### src/rtl/ps2_host_tx.sv
// PS/2 host-to-device command transmitter: inhibits the bus, issues the request-to-send,
// shifts out data/parity/stop on device clock edges and checks the device ACK.
//
// state        | meaning
// IDLE         | lines released, ready for a command byte
// INHIBIT      | clock held low to abort any device activity
// START        | clock and data both low (start bit / request)
// SHIFT        | clock released, one frame bit presented per device falling edge
// WAIT_ACK     | stop bit sent, sampling device ACK on the next falling edge
// WAIT_RELEASE | ACK seen, waiting for the device to release both lines
module ps2_host_tx #(
    parameter int unsigned INHIBIT_CYCLES = 5000,
    parameter int unsigned START_CYCLES   = 100,
    parameter int unsigned TIMEOUT_CYCLES = 750000
) (
    input  logic       clk,
    input  logic       rst,
    input  logic [7:0] tx_data,
    input  logic       tx_valid,
    output logic       tx_ready,
    input  logic       ps2_clk_in,
    input  logic       ps2_data_in,
    output logic       ps2_clk_oe,
    output logic       ps2_data_oe,
    output logic       busy,
    output logic       tx_done,
    output logic       tx_err
);

    localparam logic [2:0] IDLE         = 3'd0;
    localparam logic [2:0] INHIBIT      = 3'd1;
    localparam logic [2:0] START        = 3'd2;
    localparam logic [2:0] SHIFT        = 3'd3;
    localparam logic [2:0] WAIT_ACK     = 3'd4;
    localparam logic [2:0] WAIT_RELEASE = 3'd5;

    // Down-counters are loaded with N-1 so a phase lasts exactly N cycles.
    localparam logic [19:0] INHIBIT_LOAD = 20'(INHIBIT_CYCLES - 1);
    localparam logic [19:0] START_LOAD   = 20'(START_CYCLES - 1);
    localparam logic [19:0] TIMEOUT_LOAD = 20'(TIMEOUT_CYCLES - 1);

    logic [2:0]  state;
    logic [19:0] cnt;
    logic [3:0]  bit_idx;
    logic [9:0]  frame;
    logic        clk_meta;
    logic        clk_sync;
    logic        clk_prev;
    logic        data_meta;
    logic        data_sync;
    logic        clk_oe_q;
    logic        data_oe_q;
    logic        done_q;
    logic        err_q;
    logic        clk_fall;
    logic        watched;
    logic        timeout;

    assign clk_fall = clk_prev & ~clk_sync;
    assign watched  = (state == SHIFT) || (state == WAIT_ACK) || (state == WAIT_RELEASE);
    assign timeout  = watched && (cnt == 20'd0);

    assign tx_ready    = (state == IDLE);
    assign busy        = (state != IDLE);
    assign ps2_clk_oe  = clk_oe_q;
    assign ps2_data_oe = data_oe_q;
    assign tx_done     = done_q;
    assign tx_err      = err_q;

    always_ff @(posedge clk) begin
        if (rst) begin
            state     <= IDLE;
            cnt       <= 20'd0;
            bit_idx   <= 4'd0;
            frame     <= 10'd0;
            clk_meta  <= 1'b1;
            clk_sync  <= 1'b1;
            clk_prev  <= 1'b1;
            data_meta <= 1'b1;
            data_sync <= 1'b1;
            clk_oe_q  <= 1'b0;
            data_oe_q <= 1'b0;
            done_q    <= 1'b0;
            err_q     <= 1'b0;
        end else begin
            clk_meta  <= ps2_clk_in;
            clk_sync  <= clk_meta;
            clk_prev  <= clk_sync;
            data_meta <= ps2_data_in;
            data_sync <= data_meta;
            done_q    <= 1'b0;
            err_q     <= 1'b0;

            // Watchdog abort wins over any edge seen in the same cycle.
            if (timeout) begin
                clk_oe_q  <= 1'b0;
                data_oe_q <= 1'b0;
                err_q     <= 1'b1;
                cnt       <= 20'd0;
                bit_idx   <= 4'd0;
                state     <= IDLE;
            end else begin
                case (state)
                    IDLE: begin
                        if (tx_valid) begin
                            frame     <= {1'b1, ~^tx_data, tx_data};
                            cnt       <= INHIBIT_LOAD;
                            bit_idx   <= 4'd0;
                            clk_oe_q  <= 1'b1;
                            data_oe_q <= 1'b0;
                            state     <= INHIBIT;
                        end
                    end
                    INHIBIT: begin
                        if (cnt == 20'd0) begin
                            cnt       <= START_LOAD;
                            data_oe_q <= 1'b1;
                            state     <= START;
                        end else begin
                            cnt <= cnt - 20'd1;
                        end
                    end
                    START: begin
                        if (cnt == 20'd0) begin
                            clk_oe_q <= 1'b0;
                            cnt      <= TIMEOUT_LOAD;
                            bit_idx  <= 4'd0;
                            state    <= SHIFT;
                        end else begin
                            cnt <= cnt - 20'd1;
                        end
                    end
                    SHIFT: begin
                        cnt <= cnt - 20'd1;
                        if (clk_fall) begin
                            data_oe_q <= ~frame[bit_idx];
                            bit_idx   <= bit_idx + 4'd1;
                            if (bit_idx == 4'd9) begin
                                state <= WAIT_ACK;
                            end
                        end
                    end
                    WAIT_ACK: begin
                        cnt <= cnt - 20'd1;
                        if (clk_fall) begin
                            if (!data_sync) begin
                                state <= WAIT_RELEASE;
                            end else begin
                                err_q   <= 1'b1;
                                bit_idx <= 4'd0;
                                cnt     <= 20'd0;
                                state   <= IDLE;
                            end
                        end
                    end
                    WAIT_RELEASE: begin
                        cnt <= cnt - 20'd1;
                        if (clk_sync && data_sync) begin
                            done_q  <= 1'b1;
                            bit_idx <= 4'd0;
                            cnt     <= 20'd0;
                            state   <= IDLE;
                        end
                    end
                    default: begin
                        clk_oe_q  <= 1'b0;
                        data_oe_q <= 1'b0;
                        cnt       <= 20'd0;
                        bit_idx   <= 4'd0;
                        state     <= IDLE;
                    end
                endcase
            end
        end
    end

endmodule

### config.mk
export PLATFORM = sky130hd
export DESIGN_NAME = ps2_host_tx
export DESIGN_NICKNAME = d
export VERILOG_FILES = /design/src/rtl/ps2_host_tx.sv
export SDC_FILE = /design/constraint.sdc
export NUM_CORES = 1
export LEC_CHECK = 0
export CAP_MARGIN = 0
export CORE_MARGIN = 2
export CORE_UTILIZATION = 59
export CTS_CLUSTER_DIAMETER = 40
export DETAILED_ROUTE_END_ITERATION = 10
export PLACE_DENSITY = 0.8
export REMOVE_ABC_BUFFERS = 1
export SYNTH_ARGS = -nofsm -noshare
export SYNTH_HDL_FRONTEND = slang
export SYNTH_SLANG_ARGS = --single-unit
### constraint.sdc
create_clock -name clk -period 2.61 [get_ports clk]
set_input_delay 0.783 -clock clk [delete_from_list [all_inputs] [get_ports clk]]
set_output_delay 0.783 -clock clk [all_outputs]
set_load 0.01 [all_outputs]
# After elaboration in Yosys (flattened, before gate mapping)
# Cells that the tools add are included.
# W data, S select, Z words.
[word_totals]
regBits = 46
latchBits = 0
ramBits = 0
romBits = 0
input_bits = 13
output_inout_bits = 6
wordCells = 92
memories = 0
[classes]
n_addsub = 2
multipliers = 0
n_div = 0
n_lt_le_gt_ge = 1
eq_ne = 14
shifts = 0
mux = 37
bitwise = 8
reduce_logical = 17
[op_table]
columns = ["cell", "n"]
rows = [
  ["$mux W20", 6],
  ["$pmux W20 S6", 1],
  ["$mux W3", 8],
  ["$mux W4", 6],
  ["$pmux W4 S6", 1],
  ["$logic_not A20 Y1", 1],
  ["$sub A20 B1 Y20 const B", 1],
  ["$pmux W3 S6", 1],
  ["$reduce_and A7 Y1", 2],
  ["$ne A2 B2 Y1 const B", 6],
  ["$mux W1", 11],
  ["$reduce_xnor A8 Y1", 1],
  ["$not A1 Y1", 7],
  ["$eq A3 B2 Y1 const B", 2],
  ["$eq A3 B3 Y1 const B", 2],
  ["$reduce_and A3 Y1", 2],
  ["$reduce_or A3 Y1", 2],
  ["$lt A4 B5 Y1 const B", 1],
  ["$add A4 B1 Y4 const B", 1],
  ["$bmux W1 S4", 1],
  ["$eq A4 B4 Y1 const B", 1],
  ["$ne A2 B1 Y1 const B", 2],
  ["$pmux W1 S4", 1],
  ["$reduce_and A4 Y1", 1],
  ["9 further kinds", 11],
]

# Longest topological paths before layout
[logic_depth]
ltp_word = 6
depth_mapped = 9

# Worst setup path after synthesis
# Ideal clock, no wire load.
[synth_timing]
kind = "input -> register"
start = "in tx_valid"
end = "reg state[0]"
setup_time_ps = 66
arrival_ps = 2060
required_time_ps = 2544
path_slack_ps = 484
path_stages = 6
n_path_buf = 1
cell_sequence = "clkbuf_1 > nor2_1 > o32ai_1 > o22ai_1 > or4b_4 > a21oi_2"
[synth_via]
elab_chain_len = 2
[synth_rtl]
columns = ["item", "line_no", "text"]
rows = [
  ["start, declared", "19", "input logic tx_valid,"],
  ["$ne A2 B2 Y1 (no source line)", "-", ""],
  ["$reduce_and A7 Y1 (no source line)", "-", ""],
  ["end signal, assigned", "72", "state <= IDLE;"],
  ["end signal, assigned", "101", "state <= IDLE;"],
  ["end signal, assigned", "111", "state <= INHIBIT;"],
  ["end, declared", "42", "logic [2:0] state;"],
]
# Every way passes these cells.
# A chain may end at the register's enable or synchronous reset.

# Worst setup path in the final report
[layout_timing]
start = "reg state[1]"
end = "out busy"
[layout_via]
elab_chain_len = 1
[layout_rtl]
columns = ["item", "line_no", "text"]
rows = [
  ["$reduce_bool A3 Y1", "64", "assign busy = (state != IDLE);"],
  ["end, declared", "25", "output logic busy,"],
]
# Every way passes these cells.

==> results.txt <==
Die Height: 73.22 um
largest net degree at the start of global routing: 24
Post-Synthesis Cells: 355
Total Neg Setup Slack: 0 ns
n_diodes: 0
Crit path arrival time: 1.71 ns
share of cells above drive strength 1: 0.1233
Starting Density: 0.6064
Resized cells post-CTS: 0
cell accounting for the most synthesized area: dfxtp_1
WP data required: 1.83 ns
Bufs and invs on worst path: 3
Max Clk Rate: 401.1 MHz
post-CTS setup buffers: 0
# hold bufs at CTS: 0
vias in the first global route: 2521
clock sinks: 46
outcome: finished clean
CTS root buf: clkbuf_8
crit path max-delay cell type: dfxtp_1
CP Capture Type: output pin
Num CTS Buffers: 5
IO Pins: 19
gr usage total: 0.2911
crit share post-route: 0.9552
Synth Register Bits: 46
CTS clk-pin slew, worst paths: 0.10 ns
number of synthesized flops with an enable pin: 0
Synth Cell Area: 0.002826 mm2
Nets: 388
GRT overflow: 0
Initial DRT Pass Iterations: 5
commonest register cell after synthesis: dfxtp_1
Cell Pwr Density: 1090 mW/mm2
hold_ws: 0.4301 ns
FP Rows: 25
crit path time final: 2.493 ns
maximum capacitance violations: 0
Synth warnings: 0
CORE AREA: 0.004661 mm2
Max clock buf depth: 2
critical-path maximum fanout: 10
top cell family by delay on the critical path: buffers and inverters
die width: 73.22 um
Setup crit start kind: register
initial antenna violation count: 0
DIE AREA: 0.005360 mm2
post-route cell area: 0.003166 mm2
distinct cell type count after synthesis: 70
Area growth syn-to-layout: 12.00%
dpl hpwl: 5.349 mm
Post-Route WL: 7.358 mm
Final Util: 0.6792
routability congestion estimate: 0.9750
Via density: 6.543
Residual DRC: 0
sequential fraction of the synthesis area: 0.3258
Post-synth ARST share: 0
TritonCTS clock tree: done
Hold Path Class: register to register
Slew headroom: 0.5125
commonest cells in the netlist: 46 x dfxtp_1, 44 x nand2_1, 31 x o21ai_0, 30 x a21oi_1, 19 x nor2_1
unrepaired setup endpoints after global routing: false
worst path cell trace: nor3_1, buf_4, inv_1, clkdlybuf4s50_1
crit-path max cell delay: 0.54 ns
DP Area: 0.003070 mm2
WS Path Type: register to output pin
initial DRC count: 280
CTS H-Tree Depth: 2
Max IR drop VDD: 694.9 uV
Hold Fails Final Rpt: 0
top post-synthesis cells by area: dfxtp_1 33%, nand2_1 5.8%, o21ai_0 5.5%, a21oi_1 5.3%, nor3_1 2.8%
Port Buffers: 18
Leak: 0.001167 uW
Vias: 2794
post-synth top area share: 0.3258
Routed Antenna Nets: 0
first-pass GRT wire length: 12.25 mm
Worst Skew: 0.004434 ns
measured slew at the worst slew-check pin: 0.7246 ns
routed length per instance: 17.23 um
Tot Pwr: 3451 uW
most frequent cell after synthesis: dfxtp_1
Finish-stage setup viols: 0
Worst-Skew Late Latency: 0.31 ns
syn_area_per_cell: 7.962 um2
Final Max Tran Viols: 0
[per-stage QoR]
step | cells | setup slack (ns)
floorplan | 333 | 0.4355
global placement | 419 | 0.1237
detailed placement | 419 | 0.08510
CTS | 427 | 0.1119
global route | 427 | 0.005902
finish | 427 | 0.1170
[area by class of cell]
class | count | area [um2]
well taps | 54 | 67.56
flip-flops and latches | 46 | 920.9
clock buffers | 5 | 68.82
clock inverters | 3 | 26.28
repair buffers | 32 | 297.8
inverters | 10 | 37.54
fillers | 391 | 1495
multi-input cells | 277 | 1747
[cell families (layout without fill, tap and decap cells)]
family | Yosys count | count (layout) | share of synthesized area
and+or+nand+nor | 145 | 145 | 0.2846
AOI/OAI and AO/OA | 110 | 110 | 0.2488
DFF | 46 | 46 | 0.3258
buffers and inverters | 32 | 50 | 0.05622
xor gates and xnor gates | 12 | 12 | 0.03719
muxes | 6 | 6 | 0.03054
adders and majority gates | 4 | 4 | 0.01682
[routing by layer]
metal / vias up / GRT usage / part of all wire
met5: - / 0 / 0
met4: 0 / 0.1049 / 0.029
met3: 23 / 0.05939 / 0.087
met2: 135 / 0.4264 / 0.44
met1: 1303 / 0.4215 / 0.45
li1: 1333 / - / -
[power by group]
part / internal [uW] / leakage (uW) / switching (uW) / total (uW)
Combinational: 738 / 0.000740 / 1170 / 1900
Clock: 199 / 0.0000495 / 278 / 477
Sequential: 856 / 0.000377 / 215 / 1070
Total: 1790 / 0.00117 / 1660 / 3450
[state kept, by name, summed over array words and instances (netlist names)]
signal	cells
data_sync	1
data_meta	1
cnt	20
clk_prev	1
tx_err	1
frame	10
state	3
bit_idx	4
clk_meta	1
tx_done	1
ps2_data_oe	1
clk_sync	1
ps2_clk_oe	1
[worst register-to-register path, cell delays in order (launching register included)]
cell and delay [ns]:
dfxtp_1 0.37, inv_1 0.08, ha_1 0.24, or3b_1 0.60, or2_1 0.39, nor3_2 0.35, o21ai_0 0.19, a21oi_1 0.18
[path summary, 6_finish.rpt]
kind | startpoint | to | slack [ns] | cells past startpoint
max | state[1] | busy | 0.12 | 4
min | clk_meta | clk_sync | 0.43 | 1
max reg2reg | cnt[0] | cnt[17] | 0.13 | 7
min reg2reg | clk_meta | clk_sync | 0.43 | 1
[cell usage in the layout, fill, tap and decap left out, types with 4 or more instances in the layout]
master	n
dfxtp_1	46
nand2_1	44
o21ai_0	31
a21oi_1	30
nor2_1	19
clkdlybuf4s50_1	18
nor3_1	16
buf_4	13
inv_1	10
nand3_1	9
xnor2_1	9
nand4_1	8
nor2b_1	7
or2_2	6
o311ai_0	5
and2_1	5
clkbuf_8	5
nand2b_1	4
a311oi_1	4
a31oi_1	4
o22ai_1	4
o31ai_1	4
Note: power is estimated with default switching activity, not from simulation.
